**src/rtl/irq_axil_notifier_if.sv**
```systemverilog
// AXI-Lite manager/subordinate bundle carrying the notifier's write and read channels.
// Master drives addresses, data, valids and response readies; slave drives the rest.
interface irq_axil_notifier_if #(
  parameter int addr_width_p = 32,
  parameter int data_width_p = 32
) ();
  logic [addr_width_p-1:0]     awaddr;
  logic [2:0]                  awprot;
  logic                        awvalid;
  logic                        awready;
  logic [data_width_p-1:0]     wdata;
  logic [(data_width_p>>3)-1:0] wstrb;
  logic                        wvalid;
  logic                        wready;
  logic [1:0]                  bresp;
  logic                        bvalid;
  logic                        bready;
  logic [addr_width_p-1:0]     araddr;
  logic [2:0]                  arprot;
  logic                        arvalid;
  logic                        arready;
  logic [data_width_p-1:0]     rdata;
  logic [1:0]                  rresp;
  logic                        rvalid;
  logic                        rready;

  modport master (
    output awaddr, awprot, awvalid, wdata, wstrb, wvalid, bready,
           araddr, arprot, arvalid, rready,
    input  awready, wready, bresp, bvalid, arready, rdata, rresp, rvalid
  );

  modport slave (
    input  awaddr, awprot, awvalid, wdata, wstrb, wvalid, bready,
           araddr, arprot, arvalid, rready,
    output awready, wready, bresp, bvalid, arready, rdata, rresp, rvalid
  );
endinterface

```
**src/rtl/irq_axil_notifier.sv**
```systemverilog
// Forwards irq level changes as single AXI-Lite writes, one outstanding; AW/W rise one cycle
// after a line goes pending, each holds until its own ready; error responses retry via arbitration.
module irq_axil_notifier #(
  parameter int          num_irq_p         = 2,
  parameter int          axil_addr_width_p = 32,
  parameter int          axil_data_width_p = 32,
  parameter logic [63:0] base_addr_p       = 64'h30_b000,
  parameter int          stride_p          = 4,
  parameter int          err_cnt_width_p   = 8
) (
  input  logic                       clk_i,
  input  logic                       reset_i,
  input  logic [num_irq_p-1:0]       irq_i,
  irq_axil_notifier_if.master        m_axil,
  output logic                       busy_o,
  output logic [err_cnt_width_p-1:0] err_cnt_o
);

  localparam int ch_w_lp = (num_irq_p > 1) ? $clog2(num_irq_p) : 1;
  typedef logic [ch_w_lp-1:0] ch_t;
  typedef enum logic [1:0] {IDLE, SEND, RESP} state_e;

  state_e                     state_q, state_d;
  logic [num_irq_p-1:0]       reported_q, reported_d;
  ch_t                        last_q, last_d;
  ch_t                        ch_q, ch_d;
  logic                       data_q, data_d;
  logic                       aw_pend_q, aw_pend_d;
  logic                       w_pend_q, w_pend_d;
  logic [err_cnt_width_p-1:0] err_cnt_q, err_cnt_d;

  logic [num_irq_p-1:0] pending;
  logic                 lo_vld, hi_vld;
  ch_t                  lo_idx, hi_idx, grant_idx;
  logic [63:0]          addr_full;

  assign pending = irq_i ^ reported_q;

  // Descending scan leaves the lowest hit; the "hi" set wins so the grant rotates past last_q.
  always_comb begin
    lo_vld = 1'b0;
    hi_vld = 1'b0;
    lo_idx = '0;
    hi_idx = '0;
    for (int i = num_irq_p - 1; i >= 0; i--) begin
      if (pending[i]) begin
        lo_vld = 1'b1;
        lo_idx = ch_t'(i);
      end
      if (pending[i] && (i > int'(last_q))) begin
        hi_vld = 1'b1;
        hi_idx = ch_t'(i);
      end
    end
    grant_idx = hi_vld ? hi_idx : lo_idx;
  end

  always_comb begin
    state_d    = state_q;
    reported_d = reported_q;
    last_d     = last_q;
    ch_d       = ch_q;
    data_d     = data_q;
    aw_pend_d  = aw_pend_q;
    w_pend_d   = w_pend_q;
    err_cnt_d  = err_cnt_q;
    case (state_q)
      IDLE: begin
        if (lo_vld) begin
          state_d   = SEND;
          ch_d      = grant_idx;
          data_d    = irq_i[grant_idx];
          last_d    = grant_idx;
          aw_pend_d = 1'b1;
          w_pend_d  = 1'b1;
        end
      end
      SEND: begin
        if (m_axil.awready) aw_pend_d = 1'b0;
        if (m_axil.wready)  w_pend_d  = 1'b0;
        if (!aw_pend_d && !w_pend_d) state_d = RESP;
      end
      RESP: begin
        if (m_axil.bvalid) begin
          state_d = IDLE;
          if (!m_axil.bresp[1]) begin
            reported_d[ch_q] = data_q;
          end else if (err_cnt_q != '1) begin
            err_cnt_d = err_cnt_q + 1'b1;
          end
        end
      end
      default: state_d = IDLE;
    endcase
  end

  always_ff @(posedge clk_i or posedge reset_i) begin
    if (reset_i) begin
      state_q    <= IDLE;
      reported_q <= '0;
      last_q     <= ch_t'(num_irq_p - 1);
      ch_q       <= '0;
      data_q     <= 1'b0;
      aw_pend_q  <= 1'b0;
      w_pend_q   <= 1'b0;
      err_cnt_q  <= '0;
    end else begin
      state_q    <= state_d;
      reported_q <= reported_d;
      last_q     <= last_d;
      ch_q       <= ch_d;
      data_q     <= data_d;
      aw_pend_q  <= aw_pend_d;
      w_pend_q   <= w_pend_d;
      err_cnt_q  <= err_cnt_d;
    end
  end

  assign addr_full      = base_addr_p + (64'(ch_q) * 64'(stride_p));
  assign m_axil.awaddr  = addr_full[axil_addr_width_p-1:0];
  assign m_axil.awprot  = 3'b000;
  assign m_axil.awvalid = (state_q == SEND) && aw_pend_q;
  assign m_axil.wdata   = {{(axil_data_width_p-1){1'b0}}, data_q};
  assign m_axil.wstrb   = '1;
  assign m_axil.wvalid  = (state_q == SEND) && w_pend_q;
  assign m_axil.bready  = (state_q == RESP);
  assign m_axil.araddr  = '0;
  assign m_axil.arprot  = 3'b000;
  assign m_axil.arvalid = 1'b0;
  assign m_axil.rready  = 1'b1;

  assign busy_o    = (state_q != IDLE);
  assign err_cnt_o = err_cnt_q;

  // Read channel is never used; R beats are accepted and dropped.
  logic unused_rd;
  assign unused_rd = ^{m_axil.arready, m_axil.rvalid, m_axil.rdata, m_axil.rresp, m_axil.bresp[0]};

endmodule
```
**src/flat_wrapper.sv**
```systemverilog
// flat-port wrapper written by rule: the top's interface ports become plain ports
module irq_axil_notifier_flat 
#(
  parameter int          num_irq_p         = 2,
  parameter int          axil_addr_width_p = 32,
  parameter int          axil_data_width_p = 32,
  parameter logic [63:0] base_addr_p       = 64'h30_b000,
  parameter int          stride_p          = 4,
  parameter int          err_cnt_width_p   = 8
)
  (clk_i, reset_i, irq_i, busy_o, err_cnt_o, m_axil_awaddr, m_axil_awprot, m_axil_awvalid, m_axil_wdata, m_axil_wstrb, m_axil_wvalid, m_axil_bready, m_axil_araddr, m_axil_arprot, m_axil_arvalid, m_axil_rready, m_axil_awready, m_axil_wready, m_axil_bresp, m_axil_bvalid, m_axil_arready, m_axil_rdata, m_axil_rresp, m_axil_rvalid);
  irq_axil_notifier_if m_axil_i ();
  input  logic clk_i;
  input  logic reset_i;
  input  logic [num_irq_p-1:0] irq_i;
  output logic busy_o;
  output logic [err_cnt_width_p-1:0] err_cnt_o;
  output wire logic [$bits(m_axil_i.awaddr)-1:0] m_axil_awaddr;
  output wire logic [$bits(m_axil_i.awprot)-1:0] m_axil_awprot;
  output wire logic [$bits(m_axil_i.awvalid)-1:0] m_axil_awvalid;
  output wire logic [$bits(m_axil_i.wdata)-1:0] m_axil_wdata;
  output wire logic [$bits(m_axil_i.wstrb)-1:0] m_axil_wstrb;
  output wire logic [$bits(m_axil_i.wvalid)-1:0] m_axil_wvalid;
  output wire logic [$bits(m_axil_i.bready)-1:0] m_axil_bready;
  output wire logic [$bits(m_axil_i.araddr)-1:0] m_axil_araddr;
  output wire logic [$bits(m_axil_i.arprot)-1:0] m_axil_arprot;
  output wire logic [$bits(m_axil_i.arvalid)-1:0] m_axil_arvalid;
  output wire logic [$bits(m_axil_i.rready)-1:0] m_axil_rready;
  input wire logic [$bits(m_axil_i.awready)-1:0] m_axil_awready;
  input wire logic [$bits(m_axil_i.wready)-1:0] m_axil_wready;
  input wire logic [$bits(m_axil_i.bresp)-1:0] m_axil_bresp;
  input wire logic [$bits(m_axil_i.bvalid)-1:0] m_axil_bvalid;
  input wire logic [$bits(m_axil_i.arready)-1:0] m_axil_arready;
  input wire logic [$bits(m_axil_i.rdata)-1:0] m_axil_rdata;
  input wire logic [$bits(m_axil_i.rresp)-1:0] m_axil_rresp;
  input wire logic [$bits(m_axil_i.rvalid)-1:0] m_axil_rvalid;
  assign m_axil_awaddr = m_axil_i.awaddr;
  assign m_axil_awprot = m_axil_i.awprot;
  assign m_axil_awvalid = m_axil_i.awvalid;
  assign m_axil_wdata = m_axil_i.wdata;
  assign m_axil_wstrb = m_axil_i.wstrb;
  assign m_axil_wvalid = m_axil_i.wvalid;
  assign m_axil_bready = m_axil_i.bready;
  assign m_axil_araddr = m_axil_i.araddr;
  assign m_axil_arprot = m_axil_i.arprot;
  assign m_axil_arvalid = m_axil_i.arvalid;
  assign m_axil_rready = m_axil_i.rready;
  assign m_axil_i.awready = m_axil_awready;
  assign m_axil_i.wready = m_axil_wready;
  assign m_axil_i.bresp = m_axil_bresp;
  assign m_axil_i.bvalid = m_axil_bvalid;
  assign m_axil_i.arready = m_axil_arready;
  assign m_axil_i.rdata = m_axil_rdata;
  assign m_axil_i.rresp = m_axil_rresp;
  assign m_axil_i.rvalid = m_axil_rvalid;
  irq_axil_notifier #(.num_irq_p(num_irq_p), .axil_addr_width_p(axil_addr_width_p), .axil_data_width_p(axil_data_width_p), .base_addr_p(base_addr_p), .stride_p(stride_p), .err_cnt_width_p(err_cnt_width_p)) u_core (.clk_i(clk_i), .reset_i(reset_i), .irq_i(irq_i), .m_axil(m_axil_i), .busy_o(busy_o), .err_cnt_o(err_cnt_o));
endmodule
```
**config.mk**
```make
export PLATFORM = sky130hd
export DESIGN_NAME = irq_axil_notifier_flat
export DESIGN_NICKNAME = d
export VERILOG_FILES = /design/src/rtl/irq_axil_notifier_if.sv /design/src/rtl/irq_axil_notifier.sv /design/src/flat_wrapper.sv
export SDC_FILE = /design/constraint.sdc
export NUM_CORES = 1
export LEC_CHECK = 0
export ABC_AREA = 0
export CAP_MARGIN = 20
export CELL_PAD_IN_SITES_DETAIL_PLACEMENT = 2
export CELL_PAD_IN_SITES_GLOBAL_PLACEMENT = 2
export CORE_ASPECT_RATIO = 1.4
export CORE_MARGIN = 2
export CORE_UTILIZATION = 16
export CTS_CLUSTER_DIAMETER = 100
export DETAILED_ROUTE_END_ITERATION = 8
export GPL_TIMING_DRIVEN = 0
export HOLD_SLACK_MARGIN = 0.15
export PLACE_DENSITY = 0.95
export SLEW_MARGIN = 20
export SYNTH_ARGS = -nofsm -noshare
export SYNTH_HDL_FRONTEND = slang
export SYNTH_SLANG_ARGS = --single-unit
```
**constraint.sdc**
```tcl
create_clock -name clk_i -period 2.2 [get_ports clk_i]
set_input_delay 0.44 -clock clk_i [delete_from_list [all_inputs] [get_ports clk_i]]
set_output_delay 0.44 -clock clk_i [all_outputs]
set_load 0.05 [all_outputs]
```
==> results <==
kinds of logic after synthesis:
kind of cell             after synthesis  share of synthesized area
other                                  2                   0.004263
AO/OA/AOI/OAI                         19                     0.1065
buffers and inverters                118                     0.4815
multiplexers                           4                    0.02699
flip-flops                            17                     0.2422
adder cells (fa/ha/maj)                1                   0.007101
AND/OR/NAND/NOR                       24                    0.09233
XOR/XNOR                               7                    0.03906
where the power goes:
part	internal, mW	total [mW]	switching (mW)
registers	0.422	0.532	0.109
clock network	0.243	0.361	0.118
logic	0.430	1.38	0.947
sequential cells by signal, summed over array words and instances, names as in the netlist:
signal and flops:
u_core.aw_pend_q 1, u_core.ch_q 1, u_core.data_q 1, u_core.err_cnt_o 8, u_core.last_q 1, u_core.reported_q 2, u_core.state_q 2, u_core.w_pend_q 1
per-layer routing:
metal	wire length, um	up-vias	GRT usage
li1	-	663	-
met1	1386	653	0.06326
met2	2442	92	0.1451
met3	587	2	0.02822
met4	18	0	0.01817
met5	0	-	0
final timing paths:
check | to | slack, ns | depth (start not counted)
min | u_core.err_cnt_o[0]$_DFFE_PP0P_ | 0.54 | 1
max in group asynchronous | u_core.err_cnt_o[2]$_DFFE_PP0P_ | 1.13 | 2
min reg2reg | u_core.err_cnt_o[0]$_DFFE_PP0P_ | 0.54 | 1
max reg2reg | u_core.err_cnt_o[1]$_DFFE_PP0P_ | 0.68 | 4
max | err_cnt_o[7] | 0.16 | 1
min in group asynchronous | u_core.reported_q[0]$_DFFE_PP0P_ | 0.64 | 2
final cells by class:
cell class,count,area share
Sequential cell,17,0.1635
Tap cell,141,0.06763
Timing Repair Buffer,21,0.07578
Clock inverter,1,0.001918
Multi-Input combinational cell,161,0.3372
Inverter,10,0.01439
Buffer,108,0.3108
Clock buffer,3,0.02878
through the flow:
| step | setup slack [ns] | utilization | cells |
|---|---|---|---|
| detailed placement | 0.01142 | 0.2348 | 458 |
| global route | 0.09195 | 0.2413 | 462 |
| finish | 0.1617 | 0.2413 | 462 |
| CTS | 0.001559 | 0.2420 | 462 |
| global placement | 0.05264 | 0.2348 | 458 |
| floorplan | 0.3868 | - | 296 |
cells in the final DEF, fill, tap and decap left out, types with 3 or more instances in the layout:
cell	instances
buf_4	108
nand2b_1	3
clkdlybuf4s50_1	17
xor2_1	4
conb_1	106
o21a_1	3
dfrtp_1	16
nand2_1	4
nor2_1	4
clkbuf_16	3
inv_1	10
==> out/qor.yml <==
outcome:
  status: "complete, no violations"
setup_path:
  worst-path-buf-inv: 1
  worstSetupStartpointType: "flip-flop"
  worst_path_largest_cell_delay_ns: 0.87
  required_ns: 1.76
  crit_type: "reg -> out"
  end_kind: "primary output"
  crit_chain: "clkdlybuf4s50_1"
  reg2reg_from: "u_core.err_cnt_o[0]$_DFFE_PP0P_"
  critPathTopFamily: "buffers and inverters"
  crit_fanout: 6
  slowest_stage: "clkdlybuf4s50_1"
  arrival_ns: 1.60
  crit_start: "u_core.err_cnt_o[7]$_DFFE_PP0P_"
final_layout:
  register_area_um2: 426.7
  multi_input_area_um2: 879.6
  drive_above_1_share: 0.3925
  nFillCells: 1292
  antenna_cells: 0
  design_area_um2: 2609
  area_growth_pct: 48.08
  nets: 368
timing:
  setup_tns_ns: 0
  min_period_over_period: 0.9265
  skew_ns: 0.0005934
  rsz0062_at_grt: "false"
  hold_viol: 0
  clock.fmax_mhz: 490.6
  period_minus_slack_ns: 2.038
  whs_ns: 0.5422
  finalMaxSlewViolations: 0
  relSlewSlack: 0.5352
  worst_slew_pin_slew_ns: 0.6964
  setup_viol: 0
synth:
  ys_ff_latch: 17
  synth_largest_area_cell: "buf_4"
  yosysWarnings: 0
  ys_top_cells_by_count: "buf_4, dfrtp_1, inv_1"
  async_flop_share: 1.000
  synth_edf_count: 0
  yosysUniqueCellTypes: 39
  avgSynthCellArea_um2: 9.175
  syn-instance-count: 192
  synth_top_cell_area_share: 0.4602
  ys.flop_type: "dfrtp_1"
  ys_top_cells_by_area: "buf_4, dfrtp_1, a2111oi_4"
  synth_area_um2: 1762
  seq_area_frac_synth: 0.2422
  synthMostInstantiatedCell: "buf_4"
clock_network:
  cts_hold_buffers: 0
  postCtsSetupBuffers: 0
  clkSinkCount: 17
  clk_latency_ns: 0.24
  htree_levels: 1
  cts.clk_slew.worst_paths_ns: 0.05
  cts_tree: "done"
  cts_resized: 5
  cts_buffers: 3
  root_buffer: "clkbuf_16"
  clockBufferDepth: 2
floorplanning:
  io_pins: 165
  die_y_um: 128.2
  core_region_area_um2: 10810
  die_x_um: 92.69
  dieArea_um2: 11880
  start_util: 0.1630
  std_cell_rows: 45
global_route:
  grt_overflow: 0
  grt_use_total: 0.07113
  grt_pass1_vias: 1464
  antenna_found_initial: 0
  grt_first_pass_wirelength_mm: 6.789
  grt_max_degree: 18
drt:
  dr.pass1.iters: 3
  postRouteAntennaNets: 0
  vias: 1410
  post_drt_wl_per_cell_um: 9.600
  via_per_inst: 3.052
  wl_mm: 4.435
  drt_iter0_drc: 2
  drc: 0
placed_design:
  dp_hpwl_mm: 3.938
  port_buffers: 21
  gp_congestion: 0.6745
  dpl-instance-area_um2: 2539
run:
  max_cap_violations: 0
min_path:
  min_from: "u_core.err_cnt_o[0]$_DFFE_PP0P_"
  min_path_type: "reg -> reg"
pwr:
  powerDensity_nw_per_um2: 870.1
  leakage_nw: 1.476
  ir_worst_vdd_uv: 356.5
  total_power_mw: 2.270
(Power assumes the default switching activity.)
